`config.mk`:
```
export PLATFORM = sky130hd
export DESIGN_NAME = bp_fe_lce_resp_arbiter
export DESIGN_NICKNAME = d
export VERILOG_FILES = /design/src/rtl/bp_fe_lce_resp_arbiter.sv
export SDC_FILE = /design/constraint.sdc
export NUM_CORES = 1
export LEC_CHECK = 0
export CORE_MARGIN = 4
export CORE_UTILIZATION = 43
export DETAILED_ROUTE_END_ITERATION = 10
export PLACE_DENSITY = 0.82
export SYNTH_ARGS = -nofsm -noshare
export SYNTH_HDL_FRONTEND = slang
export SYNTH_SLANG_ARGS = --single-unit
```
`constraint.sdc`:
```
create_clock -name clk_i -period 4.2 [get_ports clk_i]
set_clock_uncertainty 0.1 [all_clocks]
set_input_delay 0.42 -clock clk_i [delete_from_list [all_inputs] [get_ports clk_i]]
set_output_delay 0.42 -clock clk_i [all_outputs]
set_load 0.02 [all_outputs]
```
`src/rtl/bp_fe_lce_resp_arbiter.sv`:
```
// bp_fe_lce_resp_arbiter
//   Shares the single FE LCE->CCE response channel between the LCE request
//   engine (R: transfer/writeback responses) and the LCE command engine
//   (C: sync/invalidate acks). The output is a one-entry registered slot, so
//   there is no combinational path from the source packets to lce_resp_o.
//   R wins by default; C is forced through after losing starve_limit_p
//   consecutive contended grants (starve_limit_p=0 gives C strict priority).
//
// Ports
//   clk_i, reset_i                  clock, synchronous active-high reset
//   r_resp_i/_v_i/_yumi_o           request-engine packet, valid, consumed
//   c_resp_i/_v_i/_yumi_o           command-engine packet, valid, consumed
//   lce_resp_o/_v_o/_ready_i        registered packet to the network
module bp_fe_lce_resp_arbiter #(
  parameter int resp_width_p   = 8,
  parameter int starve_limit_p = 4
) (
  input  logic                    clk_i,
  input  logic                    reset_i,
  input  logic [resp_width_p-1:0] r_resp_i,
  input  logic                    r_resp_v_i,
  output logic                    r_resp_yumi_o,
  input  logic [resp_width_p-1:0] c_resp_i,
  input  logic                    c_resp_v_i,
  output logic                    c_resp_yumi_o,
  output logic [resp_width_p-1:0] lce_resp_o,
  output logic                    lce_resp_v_o,
  input  logic                    lce_resp_ready_i
);

  localparam int cnt_width_lp = (starve_limit_p + 1 > 1) ? $clog2(starve_limit_p + 1) : 1;
  localparam logic [cnt_width_lp-1:0] limit_lp = cnt_width_lp'(starve_limit_p);

  logic                    full_r;
  logic [resp_width_p-1:0] data_r;
  logic [cnt_width_lp-1:0] starve_cnt_r;

  logic slot_free, force_c, grant_c, grant_r;

  // Grants depend only on valids and state, never on packet contents.
  always_comb begin
    slot_free = ~full_r | lce_resp_ready_i;
    force_c   = c_resp_v_i & (starve_cnt_r >= limit_lp);
    grant_c   = c_resp_v_i & (force_c | ~r_resp_v_i);
    grant_r   = r_resp_v_i & ~grant_c;
  end

  // Gated by reset so no packet is dropped by the sources while the slot
  // is being cleared.
  assign r_resp_yumi_o = ~reset_i & slot_free & grant_r;
  assign c_resp_yumi_o = ~reset_i & slot_free & grant_c;

  assign lce_resp_o   = data_r;
  assign lce_resp_v_o = full_r;

  always_ff @(posedge clk_i) begin
    if (reset_i) begin
      full_r       <= 1'b0;
      data_r       <= '0;
      starve_cnt_r <= '0;
    end else begin
      // A new grant in the same cycle as ready reloads the slot (no bubble).
      if (r_resp_yumi_o | c_resp_yumi_o) begin
        full_r <= 1'b1;
        data_r <= c_resp_yumi_o ? c_resp_i : r_resp_i;
      end else if (lce_resp_ready_i) begin
        full_r <= 1'b0;
      end

      // Only real contended losses count; stalled cycles leave it alone.
      // A C withdrawal clears it, since C is no longer waiting.
      if (slot_free) begin
        if (r_resp_yumi_o & c_resp_v_i) begin
          if (starve_cnt_r < limit_lp)
            starve_cnt_r <= starve_cnt_r + cnt_width_lp'(1);
        end else if (c_resp_yumi_o | ~c_resp_v_i) begin
          starve_cnt_r <= '0;
        end
      end
    end
  end

`ifndef SYNTHESIS
  // A source may withdraw (drop v) but must not change a pending packet.
  c_stable_a: assert property (@(posedge clk_i) disable iff (reset_i)
    (c_resp_v_i & ~c_resp_yumi_o) |=> (~c_resp_v_i | $stable(c_resp_i)));
  r_stable_a: assert property (@(posedge clk_i) disable iff (reset_i)
    (r_resp_v_i & ~r_resp_yumi_o) |=> (~r_resp_v_i | $stable(r_resp_i)));
  yumi_excl_a: assert property (@(posedge clk_i)
    ~(r_resp_yumi_o & c_resp_yumi_o));
`endif

endmodule

```
=== Word level (Yosys, flattened, before mapping) ===
Index checks and enable logic that the tools add are counted.

* Flip-flop bits (word level): 12
* Output and inout bits: 11
* Logic and storage cells: 32

* $add $sub $neg: 1
* Magnitude comparators: 2
* Eq/ne operators: 1
* Muxes and demuxes: 6
* Bitwise gates (word level): 16
* Reduce and logical (&&, ||, !) cells: 3

{| class="wikitable"
|+ Operators by type and width
! operator !! number
|-
| $mux W3 || 3
|-
| $mux W8 || 1
|-
| $and A1 B1 Y1 || 7
|-
| $not A1 Y1 || 5
|-
| $or A1 B1 Y1 || 4
|-
| $reduce_bool A2 Y1 || 2
|-
| $add A3 B1 Y3 const B || 1
|-
| $ge A3 B3 Y1 const B || 1
|-
| $lt A3 B3 Y1 const B || 1
|-
| $reduce_and A3 Y1 || 1
|-
| $mux W1 || 2
|-
| $ne A2 B1 Y1 const B || 1
|}

=== Depth between registers and ports, before layout ===
* Depth after elaboration: 10
* Mapped depth: 5

=== Least setup slack after synthesis ===
No wires, ideal clock.

* Path kind: input-to-output
* Start: in c_resp_v_i
* End: out c_resp_yumi_o
* Data arrival time: 1.526 ns
* Data required time: 3.680 ns
* Path slack: 2.154 ns
* Stages on the path: 3
* Buffers on the path: 1
* Cell sequence: buf_2 > clkinv_1 > nor4_1

* Word-level cells in the longest chain between the ends: 4

{| class="wikitable"
|+ RTL lines
! item !! line !! source
|-
| start: declaration || 24 || <nowiki>input logic c_resp_v_i,</nowiki>
|-
| $and A1 B1 Y1 || 43 || <nowiki>force_c = c_resp_v_i & (starve_cnt_r >= limit_lp);</nowiki>
|-
| $or A1 B1 Y1 || 44 || <nowiki>grant_c = c_resp_v_i & (force_c | ~r_resp_v_i);</nowiki>
|-
| $and A1 B1 Y1 * || 44 ||
|-
| $and A1 B1 Y1 * || 51 || <nowiki>assign c_resp_yumi_o = ~reset_i & slot_free & grant_c;</nowiki>
|-
| end: declaration || 25 || <nowiki>output logic c_resp_yumi_o,</nowiki>
|}

Mark *: on every way between the ends. The rest lies on a longest branch, timed or not.

=== Worst setup path in the final report ===
Same ends and word-level chain as after synthesis.

==> summary.md <==
| Metric | Value |
|---|---|
| Outcome | finished, final reports clean |
| Via density | 6.50 |
| Root buf cell | clkbuf_4 |
| Critical Path RT | 3.68 ns |
| Setup bufs post-CTS | 0 |
| Fin nets | between 100 and 150 |
| Placed inst area | roughly 1000 µm² |
| Routed WL | 1940 µm |
| Die Span Y | 48.9 µm |
| Register-to-register setup slack | 2.62 ns |
| Crit share post-route | slightly above 70% |
| First-pass GRT wire length | around 3200 µm |
| Setup CP Type | primary input to output pin |
| Critical path data arrival time | between 2 and 3 ns |
| Skew-Pair Late Insertion Delay | between 0.2 and 0.3 ns |
| Top-Level Pins | 32 |
| RSZ-0062 raised after global routing | false |
| Total GRT Usage | between 15 and 20% |
| Setup crit end kind | output pin |
| TritonCTS clock tree | yes |
| Fin. Hold Viols | 0 |
| Routed via count | just over 800 |
| Final Max Slew Viols | 0 |
| Total Die Area | 2390 µm² |
| Synth Instances | 85 |
| Worst slew margin | between 70 and 80% |
| CP top delay family | buffers and inverters |
| VDD IR max | 0.000163 V |
| Setup TNS | 0 ns |
| CP Cell Sequence | clkdlybuf4s50_1, clkinv_1, nor4_1, clkdlybuf4s50_1 |
| Syn. warnings | 0 |
| Routed WL per cell | between 15 and 20 µm |
| I/O Buffers | 31 |
| Area of the multi-input gates | just over 400 µm² |
| Initial antenna violation count | 0 |
| # fillers | 135 |
| Max cap viols | 0 |
| Gp weighted congestion | 0.770 |
| Reg area | between 200 and 250 µm² |
| Worst-path clk slew | around 0.07 ns |
| Worst path most repeated cell | clkdlybuf4s50_1 |
| Largest net degree at the start of global routing | 30 |
| Setup Viol. Count Final | 0 |
| Netlist cell types | 23 |
| Number of global-route vias before repair | between 700 and 800 |
| Worst Setup Start Kind | primary input |
| Routed Antenna Nets | 0 |
| First-pass iteration count of the detailed router | 5 |
| Initial Utilization | between 40% and 50% |
| Crit path max-delay cell type | clkdlybuf4s50_1 |
| Total grt overflow | 0 |
| Max clock buf depth | 2 |
| Mapped Avg Cell Area | between 8 and 9 µm² |
| Post-CTS Hold Buffers | 0 |
| Share of cells above drive strength 1 | under 10% |
| Synthesized netlist net count | roughly 110 |
| Number of antenna repair diodes | 0 |
| CP peak stage delay | 0.74 ns |
| Cts repair resizes | 0 |
| Worst-Margin Slew | approximately 0.44 ns |
| Post-route cell area | slightly above 1000 µm² |
| Num CTS Buffers | 3 |
| # DRC | 0 |
| DP HPWL | around 1400 µm |
| Fmax | 0.330 GHz |
| Fin crit period | approximately 3 ns |
| Register area share after synthesis | roughly a third |
| DR iter-0 viols | 15 |
| Commonest non-fill, non-tap cell in the layout | clkdlybuf4s50_1 |
| Pwr dens | 271 nW/µm² |
| Worst Hold Class | register to register |
| Chip width | ~49 µm |
| CTS Sinks | 12 |
| Area growth from synthesis to layout | 42.3% |
| Post-synthesis register bit count | 12 |
| Buffers & Inverters on Critical Path | 3 |
| Commonest non-fill, non-tap cells in the layout | clkdlybuf4s50_1 (31), nand2_1 (12), dfxtp_1 (12) |
| LEAKAGE | around 0.00034 µW |
| Cell Rows | 14 |
| Synth Cell Area | approximately 720 µm² |
| Core area | approximately 1500 µm² |
| Critical path peak fanout | 14 |
| CTS H-tree depth | 1 |
==> report_power, final <==
part / switching, µW / internal, µW / total [µW]
logic: 41.2 / 43.6 / 84.8
registers: 3.83 / 121 / 125
clock network: 34.1 / 33.0 / 67.1
total: 79.1 / 198 / 277
==> registers in the layout, summed over array words and instances (netlist names) <==
name / count
lce_resp_o: 8
starve_cnt_r: 3
lce_resp_v_o: 1
==> worst reg2reg max path, delay by kind of cell (launching register included) <==
kind	cells	cell delay [ns]
flip-flops	1	0.36
AND/OR/NAND/NOR	2	0.55
AO/OA/AOI/OAI	1	0.29
buffers and inverters	1	0.19
==> synthesized netlist by cell type, drive strengths merged <==
cell     n  area [µm²]
or2      1        6.26
a21oi    3        15.0
clkbuf   7        26.3
ha       1        12.5
nand4b   1        8.76
a311oi   8        70.1
or4      8        60.1
dfxtp   12         240
o41ai    8        70.1
and3     1        6.26
o21a     1        7.51
or2b     1        7.51
inv      1        3.75
buf      5        37.5
clkinv   1        3.75
and4     1        8.76
nand2   12        45.0
nor4     1        6.26
a31oi    8        50.1
nor2b    2        20.0
nand4    2        12.5
==> logic make-up (layout without fill, tap and decap cells) <==
kind of cell	count (synthesis)	in the layout	share of synthesized area, %
fa+ha+maj	1	1	1.74
compound gates	28	28	29.6
buf+inv	14	38	9.93
flops	12	12	33.4
simple gates	30	30	25.3
==> routing by layer <==
metal / global-route usage, % / part of all wire, % / wire, µm
met1: 20.3 / 42 / 818
met2: 26.1 / 47 / 905
met3: 4.89 / 11 / 204
met4: 5.38 / 0.57 / 11
met5: 0 / 0 / 0
==> through the flow <==
| stage | setup WS, ns | hold WS, ns | total power, µW | utilization, % | std cells |
|---|---|---|---|---|---|
| 6_report | 1.17 | 0.366 | 277 | 66.3 | 125 |
| 3_5_place_dp | 1.19 | 0.354 | 212 | 64.9 | 122 |
| 3_3_place_gp | 1.23 | 0.344 | 211 | 64.9 | 122 |
| 4_1_cts | 1.17 | 0.364 | 280 | 66.3 | 125 |
| 2_1_floorplan | 2.15 | 0.336 | 173 | - | 85 |
| 5_1_grt | 1.04 | 0.404 | 296 | 66.3 | 125 |
==> final timing paths <==
check	from	to	cells after the start
min	starve_cnt_r[1]	starve_cnt_r[1]	2
max	c_resp_v_i	c_resp_yumi_o	4
max reg2reg	starve_cnt_r[2]	lce_resp_o[4]	4
min reg2reg	starve_cnt_r[1]	starve_cnt_r[1]	2
==> area by class of cell <==
class | instances | share of cell area (%)
multi-input cells | 59 | 39.8
repair buffers | 33 | 31.8
flip-flops and latches | 12 | 23.5
clock buffers | 3 | 2.20
well taps | 16 | 1.96
inverters | 2 | 0.734
Power figures use the tool's default switching activity.
